`config.mk`:
```
export PLATFORM = sky130hd
export DESIGN_NAME = alu_exec_stage
export DESIGN_NICKNAME = d
export VERILOG_FILES = /design/src/rtl/alu_exec_stage_pkg.sv /design/src/rtl/alu_exec_stage_alu.sv /design/src/rtl/alu_exec_stage.sv
export SDC_FILE = /design/constraint.sdc
export NUM_CORES = 2
export LEC_CHECK = 0
export ABC_AREA = 1
export BUFFER_PORTS_ARGS = -buffer_cell sky130_fd_sc_hd__buf_2
export CAP_MARGIN = 20
export CORE_UTILIZATION = 35
export DETAILED_ROUTE_END_ITERATION = 8
export PLACE_DENSITY = 0.47
export REMOVE_ABC_BUFFERS = 1
export SETUP_SLACK_MARGIN = 0.4
export SLEW_MARGIN = 5
export SYNTH_ARGS = -nofsm -noshare
export SYNTH_HDL_FRONTEND = slang
export SYNTH_SLANG_ARGS = --single-unit
```
`constraint.sdc`:
```
create_clock -name clk -period 8.6 [get_ports clk]
set_clock_uncertainty 0.05 [all_clocks]
set_input_delay 0.86 -clock clk [delete_from_list [all_inputs] [get_ports clk]]
set_output_delay 0.86 -clock clk [all_outputs]
set_load 0.005 [all_outputs]
```
`src/rtl/alu_exec_stage_pkg.sv`:
```
// Shared constants for the ALU execute stage: opcodes, element widths and the
// per-lane ALU operation used by the alu sub-module.
package alu_exec_stage_pkg;

   localparam int ALU_DW     = 64;
   localparam int ALU_TAG_W  = 5;
   localparam int ALU_MAX_OP = 18;

   // Opcodes; anything above ALU_MAX_OP is illegal.
   localparam logic [5:0] VAND  = 6'd0;
   localparam logic [5:0] VOR   = 6'd1;
   localparam logic [5:0] VXOR  = 6'd2;
   localparam logic [5:0] VNOT  = 6'd3;
   localparam logic [5:0] VMOV  = 6'd4;
   localparam logic [5:0] VADD  = 6'd5;
   localparam logic [5:0] VSUB  = 6'd6;
   localparam logic [5:0] VSLL  = 6'd7;
   localparam logic [5:0] VSRL  = 6'd8;
   localparam logic [5:0] VSRA  = 6'd9;
   localparam logic [5:0] VMINU = 6'd10;
   localparam logic [5:0] VMAXU = 6'd11;
   localparam logic [5:0] VCEQ  = 6'd12;
   localparam logic [5:0] VCGTU = 6'd13;
   localparam logic [5:0] VNEG  = 6'd14;
   localparam logic [5:0] VABS  = 6'd15;
   localparam logic [5:0] VROTL = 6'd16;
   localparam logic [5:0] VAVGU = 6'd17;
   localparam logic [5:0] VANDN = 6'd18;

   // Element width encodings carried on ww.
   typedef enum logic [1:0] {
      WW_8  = 2'd0,
      WW_16 = 2'd1,
      WW_32 = 2'd2,
      WW_64 = 2'd3
   } ww_e;

   // One lane of width w (8/16/32/64). Operands arrive zero-extended; the
   // result is masked back to w bits. Shift amounts wrap modulo the lane width.
   function automatic logic [63:0] lane_op(input logic [63:0] a, input logic [63:0] b,
                                           input logic [4:0] sh, input logic [5:0] op,
                                           input int unsigned w);
      logic [63:0] m;
      logic [63:0] sa;
      logic [63:0] r;
      logic [64:0] sum;
      int unsigned s;
      m   = (w >= 64) ? '1 : ((64'd1 << w) - 64'd1);
      s   = 32'(sh) & (w - 1);
      sa  = (((a >> (w - 1)) & 64'd1) != 64'd0) ? (a | ~m) : a;
      sum = {1'b0, a} + {1'b0, b};
      case (op)
         VAND:    r = a & b;
         VOR:     r = a | b;
         VXOR:    r = a ^ b;
         VNOT:    r = ~a;
         VMOV:    r = a;
         VADD:    r = a + b;
         VSUB:    r = a - b;
         VSLL:    r = a << s;
         VSRL:    r = a >> s;
         VSRA:    r = $signed(sa) >>> s;
         VMINU:   r = (a < b) ? a : b;
         VMAXU:   r = (a > b) ? a : b;
         VCEQ:    r = (a == b) ? m : '0;
         VCGTU:   r = (a > b) ? m : '0;
         VNEG:    r = -a;
         VABS:    r = sa[63] ? -sa : sa;
         VROTL:   r = (a << s) | (a >> (w - s));
         VAVGU:   r = sum[64:1];
         VANDN:   r = a & ~b;
         default: r = '0;
      endcase
      return r & m;
   endfunction

endpackage

```
`src/rtl/alu_exec_stage_alu.sv`:
```
// Combinational lane-parallel ALU. Operand bit 0 in the MSB-first numbering is
// bit DW-1 here, so numeric values are identical. One result per element
// width is built lane by lane, then ww selects among them.
module alu
   import alu_exec_stage_pkg::*;
#(
   parameter int DW = ALU_DW
) (
   input  logic [DW-1:0] opra,
   input  logic [DW-1:0] oprb,
   input  logic [4:0]    shift_amount,
   input  logic [5:0]    op,
   input  logic [1:0]    ww,
   output logic [DW-1:0] result
);

   logic [3:0][DW-1:0] res_w;

   for (genvar gi = 0; gi < 4; gi++) begin : g_width
      localparam int unsigned LW = 8 << gi;
      for (genvar li = 0; li < DW / LW; li++) begin : g_lane
         logic [63:0] lane_res;
         assign lane_res = lane_op(64'(opra[li*LW +: LW]), 64'(oprb[li*LW +: LW]),
                                   shift_amount, op, LW);
         assign res_w[gi][li*LW +: LW] = lane_res[LW-1:0];
      end
   end

   assign result = res_w[ww];

endmodule

```
`src/rtl/alu_exec_stage.sv`:
```
// Execute stage: one E register holding the accepted request, the alu fed only
// from E, and a 2-entry result buffer returning {result, tag, err}.
module alu_exec_stage
   import alu_exec_stage_pkg::*;
#(
   parameter int DW     = ALU_DW,
   parameter int TAG_W  = ALU_TAG_W,
   parameter int MAX_OP = ALU_MAX_OP
) (
   input  logic             clk,
   input  logic             reset,
   input  logic             req_valid,
   output logic             req_ready,
   input  logic [DW-1:0]    req_oprA,
   input  logic [DW-1:0]    req_oprB,
   input  logic [4:0]       req_shift,
   input  logic [5:0]       req_op,
   input  logic [1:0]       req_ww,
   input  logic [TAG_W-1:0] req_tag,
   output logic             rsp_valid,
   input  logic             rsp_ready,
   output logic [DW-1:0]    rsp_result,
   output logic [TAG_W-1:0] rsp_tag,
   output logic             rsp_err,
   output logic [1:0]       inflight
);

   localparam logic [5:0] MAX_OP_L = 6'(MAX_OP);

   // E register
   logic             e_valid_q, e_valid_d;
   logic [DW-1:0]    e_opra_q, e_opra_d;
   logic [DW-1:0]    e_oprb_q, e_oprb_d;
   logic [4:0]       e_shift_q, e_shift_d;
   logic [5:0]       e_op_q, e_op_d;
   logic [1:0]       e_ww_q, e_ww_d;
   logic [TAG_W-1:0] e_tag_q, e_tag_d;

   // Result buffer
   logic [DW-1:0]    buf_result_q [2];
   logic [DW-1:0]    buf_result_d [2];
   logic [TAG_W-1:0] buf_tag_q [2];
   logic [TAG_W-1:0] buf_tag_d [2];
   logic             buf_err_q [2];
   logic             buf_err_d [2];
   logic             wr_ptr_q, wr_ptr_d;
   logic             rd_ptr_q, rd_ptr_d;
   logic [1:0]       count_q, count_d;

   logic             buf_full, buf_empty;
   logic             accept, move, pop, e_illegal;
   logic [DW-1:0]    alu_result;

   alu #(.DW(DW)) u_alu (
      .opra         (e_opra_q),
      .oprb         (e_oprb_q),
      .shift_amount (e_shift_q),
      .op           (e_op_q),
      .ww           (e_ww_q),
      .result       (alu_result)
   );

   assign buf_full   = (count_q == 2'd2);
   assign buf_empty  = (count_q == 2'd0);
   assign req_ready  = !e_valid_q || !buf_full;
   assign rsp_valid  = !buf_empty;
   assign rsp_result = buf_result_q[rd_ptr_q];
   assign rsp_tag    = buf_tag_q[rd_ptr_q];
   assign rsp_err    = buf_err_q[rd_ptr_q];
   assign inflight   = {1'b0, e_valid_q} + count_q;

   assign accept    = req_valid && req_ready;
   assign pop       = rsp_valid && rsp_ready;
   // A pop in the same edge frees a slot, so a full buffer can still take E.
   assign move      = e_valid_q && (!buf_full || pop);
   assign e_illegal = (e_op_q > MAX_OP_L);

   // Next-state for E, buffer contents, pointers and occupancy
   always_comb begin
      e_valid_d    = e_valid_q;
      e_opra_d     = e_opra_q;
      e_oprb_d     = e_oprb_q;
      e_shift_d    = e_shift_q;
      e_op_d       = e_op_q;
      e_ww_d       = e_ww_q;
      e_tag_d      = e_tag_q;
      buf_result_d = buf_result_q;
      buf_tag_d    = buf_tag_q;
      buf_err_d    = buf_err_q;
      wr_ptr_d     = wr_ptr_q;
      rd_ptr_d     = rd_ptr_q;
      count_d      = count_q + {1'b0, move} - {1'b0, pop};

      if (move) begin
         buf_result_d[wr_ptr_q] = e_illegal ? '0 : alu_result;
         buf_tag_d[wr_ptr_q]    = e_tag_q;
         buf_err_d[wr_ptr_q]    = e_illegal;
         wr_ptr_d               = !wr_ptr_q;
         e_valid_d              = 1'b0;
      end
      if (pop) begin
         rd_ptr_d = !rd_ptr_q;
      end
      if (accept) begin
         e_valid_d = 1'b1;
         e_opra_d  = req_oprA;
         e_oprb_d  = req_oprB;
         e_shift_d = req_shift;
         e_op_d    = req_op;
         e_ww_d    = req_ww;
         e_tag_d   = req_tag;
      end
   end

   // State registers; reset discards all in-flight work immediately
   always_ff @(posedge clk or negedge reset) begin
      if (!reset) begin
         e_valid_q    <= 1'b0;
         e_opra_q     <= '0;
         e_oprb_q     <= '0;
         e_shift_q    <= '0;
         e_op_q       <= '0;
         e_ww_q       <= '0;
         e_tag_q      <= '0;
         buf_result_q <= '{default: '0};
         buf_tag_q    <= '{default: '0};
         buf_err_q    <= '{default: 1'b0};
         wr_ptr_q     <= 1'b0;
         rd_ptr_q     <= 1'b0;
         count_q      <= 2'd0;
      end else begin
         e_valid_q    <= e_valid_d;
         e_opra_q     <= e_opra_d;
         e_oprb_q     <= e_oprb_d;
         e_shift_q    <= e_shift_d;
         e_op_q       <= e_op_d;
         e_ww_q       <= e_ww_d;
         e_tag_q      <= e_tag_d;
         buf_result_q <= buf_result_d;
         buf_tag_q    <= buf_tag_d;
         buf_err_q    <= buf_err_d;
         wr_ptr_q     <= wr_ptr_d;
         rd_ptr_q     <= rd_ptr_d;
         count_q      <= count_d;
      end
   end

endmodule

```
==> results of run 1 <==
==> layer usage <==
metal	overflow	GRT usage, %
met4	382	72.4
met5	15	27.9
met2	657	88.1
met3	32	61.4
met1	26	78.5
==> per-stage QoR <==
step	hold slack, ps	cell area, um2	TNS [ps]	util, %	cells
after CTS	67.7	75400	0	37.7	16200
after detailed placement	416	73900	0	37.0	16100
after global placement	412	73800	0	36.9	16100
after floorplan	399	66600	-119220	-	12900
==> cells in the mapped netlist (38+ instances only) <==
master     instances  area, um2
o21ai_1           96        480
buf_1            139        522
nand4_1          212       1330
o2111ai_1         58        508
a211oi_1          56        420
o22ai_1          124        776
a21oi_1         1133       5670
buf_2            201       1010
ha_1             226       2830
nand2_1         4356      16400
nor2_1          1509       5660
clkbuf_1         524       1970
nor4_1            46        288
or2_2             38        238
inv_1            966       3630
nand3_1         1529       7650
nor3_1           181        906
xor2_1           179       1570
dfrtp_1          291       7280
o211ai_1         188       1410
inv_2             48        180
clkinv_1          96        360
o21ai_0         1226       6140
==> cell families after synthesis <==
group | synth area share, %
and+or+nand+nor | 47.2
AOI/OAI and AO/OA | 24.2
buffers and inverters | 11.4
DFF | 10.3
adders and majority gates | 4.47
xor gates and xnor gates | 2.36
muxes | 0.0800
==> run metrics, run 1 <==
post-synth cell types 68; initial core utilization 35.2%; GP Congestion 1.40; htree depth 2; Clock Sinks 291; largest net degree at the start of global routing 120; Die W 451 um; Port Buffer Count 223; stop err [ERROR GRT-0116] Global routing finished with congestion. Check the congestion regions in the DRC Viewer.; gr ovfl total 1,112; first-pass GRT wire length 1,090,000 um; Yosys reg bits 291; Fail Step 5_1_grt; number of flops mapped to enable cells by yosys 0; Cell Area, Synth 70,400 um2; vias in the first global route 119,000; Post-DP HPWL 525,000 um; clock buffer depth 3; Main synth FF type dfrtp_1; yosys warns 0; Mapped Avg Cell Area 5.10 um2; Post-synth ARST share 100%; status aborted with a tool error; die span in y 451 um; pre-CTS setup slack 1690 ps; Post-CTS Hold Buffers 0; number of setup buffers added after CTS 0; cts bufs inserted 46; cell count after synthesis 13,800; I/O pins 224; clk root buf clkbuf_16; GR Util All Layers 75.3%; std cell rows 164; sequential share of the synthesized area 10.3%; post-cts resize count 0
==> inputs of run 2 (changes only) <==
--- a/config.mk
+++ b/config.mk
@@ -8,11 +8,10 @@
 export ABC_AREA = 1
 export BUFFER_PORTS_ARGS = -buffer_cell sky130_fd_sc_hd__buf_2
 export CAP_MARGIN = 20
-export CORE_UTILIZATION = 35
+export CORE_UTILIZATION = 20
 export DETAILED_ROUTE_END_ITERATION = 8
-export PLACE_DENSITY = 0.47
+export PLACE_DENSITY_LB_ADDON = 0.15
 export REMOVE_ABC_BUFFERS = 1
-export SETUP_SLACK_MARGIN = 0.4
 export SLEW_MARGIN = 5
 export SYNTH_ARGS = -nofsm -noshare
 export SYNTH_HDL_FRONTEND = slang
==> run 2 against run 1 <==
Net effect: the run now ends clean; synthesized cell count stayed put; synthesized area stayed put.
==> run metrics, run 2 <==
max_slew headroom 6.99%; Most flops, register buf_result_q; Core ar. 350,000 um2; DR DRC count 0; fin. max-slew vios 0; Post-synth ARST share 100% (unchanged); Yosys reg bits 291 (unchanged); die area 354,000 um2; nets@finish 14,100; post-cts resize count 0 (unchanged); pre-CTS setup slack 2100 ps (+408 ps); initial core utilization 20.1% (-15 points); post-synth cell types 68 (unchanged); worst slew pin tran 1390 ps; fmax 144 MHz; most common cell in the synthesized netlist nand2_1; I/O pins 224 (unchanged); number of flops mapped to enable cells by yosys 0 (unchanged); antenna violations before repair 110; yosys warns 0 (unchanged); FF+latch area 7320 um2; crit path kind register to register; Placed Cells 18,200 (+13%); clk root buf clkbuf_16; worst path arrival time 7630 ps; Commonest cells post-synth 4,356 x nand2_1, 1,529 x nand3_1, 1,509 x nor2_1, 1,226 x o21ai_0, 1,133 x a21oi_1; Logic pwr share 86.1%; final wirelength 826,000 um; Vias/cell 6.09; via count 112,000; Sw Pwr 27,200 uW; cell internal pwr 9120 uW; Worst Setup End Kind register; CTS clk-pin slew, worst paths 70 ps; CTS tree built; share of the synthesized area in the top cell type 23.2% (unchanged); Cell Area, Synth 70,400 um2 (unchanged); Hold Vio Cnt, Final 0; min setup slack post-route 1680 ps; commonest non-fill, non-tap cell in the layout nand2_1; cts bufs inserted 50 (+8.7%); share of layout cells above drive strength 1 7.46%; Largest regs buf_result_q: 128 flops, e_opra_q: 64 flops, e_oprb_q: 64 flops; sequential power share 7.0%; std cell rows 217 (+32%); GR Util All Layers 44.8%; largest cells by area after synthesis nand2_1 23%, nand3_1 11%, dfrtp_1 10%, o21ai_0 8.7%, a21oi_1 8.1%; Yosys top cell by area nand2_1; Mapped Avg Cell Area 5.10 um2 (unchanged); TritonRoute pass-1 iters 7; Period Utilization, post-route 80.5%; max reg flops 128; wire length per cell 45.0 um; first-pass GRT wire length 1,060,000 um; die span in y 595 um (+32%); FILL cells 42,200; Max VDD drop 0.221 mV; GP Congestion 1.11 (-21%); Port Buffer Count 223 (unchanged); vias in the first global route 102,000; leading cell types in the layout, fill and taps excluded 4,335 x nand2_1, 1,529 x nand3_1, 1,493 x nor2_1; Worst EP required 9310 ps; Post-DP HPWL 662,000 um (+26%); Worst-Skew Late Latency 850 ps; Main synth FF type dfrtp_1; sequential share of the synthesized area 10.3% (unchanged); PwrDens 456 nW/um2; Clock power frac 6.9%; Layout Area Growth over Synthesis 13.1%; sw frac 74.9%; MaxCap Viol Count 0; cell count after synthesis 13,800 (unchanged); status completed; Die W 595 um (+32%); crit path launch type register; Iter 0 DRT Violations 18,400; Min-Delay Path Class input pin to register; RSZ-0062 raised after global routing no; P_leak 0.0372 uW; post-route insts no fill 18,400; final setup fails 0; gr ovfl total 0; Clock Sinks 291 (unchanged); htree depth 2 (unchanged); Detail Route Antenna Nets 0; largest net degree at the start of global routing 116; area of the multi-input gates 55,400 um2; clock buffer depth 3 (unchanged); Worst Path Max Fanout 29; Tot Pwr 36,300 uW; post-layout minimum cycle time 6920 ps
==> run 2: path summary, 6_finish.rpt <==
| path | start | end | slack [ps] | cells after the start |
|---|---|---|---|---|
| max | e_oprb_q[50]$_DFFE_PN0P_ | buf_result_q[123]$_DFFE_PN0P_ | 1680 | 22 |
| min | req_tag[0] | e_tag_q[0]$_DFFE_PN0P_ | 210 | 2 |
| max reg2reg | e_oprb_q[50]$_DFFE_PN0P_ | buf_result_q[123]$_DFFE_PN0P_ | 1680 | 22 |
| min reg2reg | buf_result_q[105]$_DFFE_PN0P_ | buf_result_q[105]$_DFFE_PN0P_ | 430 | 2 |
| max in group asynchronous | reset | e_opra_q[63]$_DFFE_PN0P_ | 5980 | 4 |
| min in group asynchronous | reset | e_opra_q[15]$_DFFE_PN0P_ | 510 | 2 |
==> run 2: repair_timing <==
item | in CTS | in global routing
hold buffers | 1 | 0
buffers inserted | 0 | 0
endpoints found under the setup margin | 0 | 0
endpoints found under the hold margin | 43 | 0
==> run 2: area by class of cell <==
cell class / instances / area share [%]
diodes: 57 / 0.179
clock buffers: 59 / 1.69
clock inverters: 33 / 0.584
inverters: 1112 / 5.30
multi-input cells: 11500 / 69.6
flip-flops and latches: 291 / 9.19
well taps: 4599 / 7.22
repair buffers: 703 / 6.28
==> run 2: worst max-delay path, stage by stage (launching register included) <==
cell	delay, ps
dfrtp_1	440
clkinv_1	460
ha_1	730
nor2_1	320
inv_1	100
o21ai_1	240
nand2_1	80
nand2_1	770
nand2_1	100
nand2_1	110
buf_4	400
nand2_1	460
nor2_2	470
clkinv_1	650
nand3_1	390
nor3_1	110
nand3_1	130
nand3_1	330
nand2_1	180
inv_1	50
nand2_1	90
nand2_1	50
nand2_1	90
==> run 2: through the flow <==
stage / hold slack [ps] / util (%) / TNS [ps] / area [um2]
after floorplan: 399 / - / -119220 / 66600
after global placement: 416 / 22.1 / 0 / 77400
after detailed placement: 415 / 22.1 / 0 / 77400
after CTS: 185 / 22.6 / 0 / 79300
after global routing: 215 / 22.7 / 0 / 79500
final: 206 / 22.8 / 0 / 79600
==> run 2: cell families after synthesis <==
kind of cell / after synthesis / share of synthesized area (%)
AND/OR/NAND/NOR: 7980 / 47.2
AO/OA/AOI/OAI: 3085 / 24.2
buffers and inverters: 2016 / 11.4
flip-flops: 291 / 10.3
adder cells (fa/ha/maj): 242 / 4.47
XOR/XNOR: 189 / 2.36
multiplexers: 5 / 0.0800
==> run 2: power groups by stage <==
stage	clock network (uW)	logic [uW]	registers, uW
6_report	2490	31300	2540
5_1_grt	2550	31300	2570
4_1_cts	2510	29100	2510
3_5_place_dp	0	29000	2520
3_3_place_gp	0	29200	2540
2_1_floorplan	0	13000	2670
==> run 2: layer usage <==
layer	up-vias	part of all wire, %	global-route usage, %
met3	2838	10	12.5
met5	-	0.044	0.311
met1	54300	37	51.4
met2	8982	41	65.3
met4	35	13	45.6
li1	45700	-	-
Note: power is estimated with default switching activity, not from simulation.
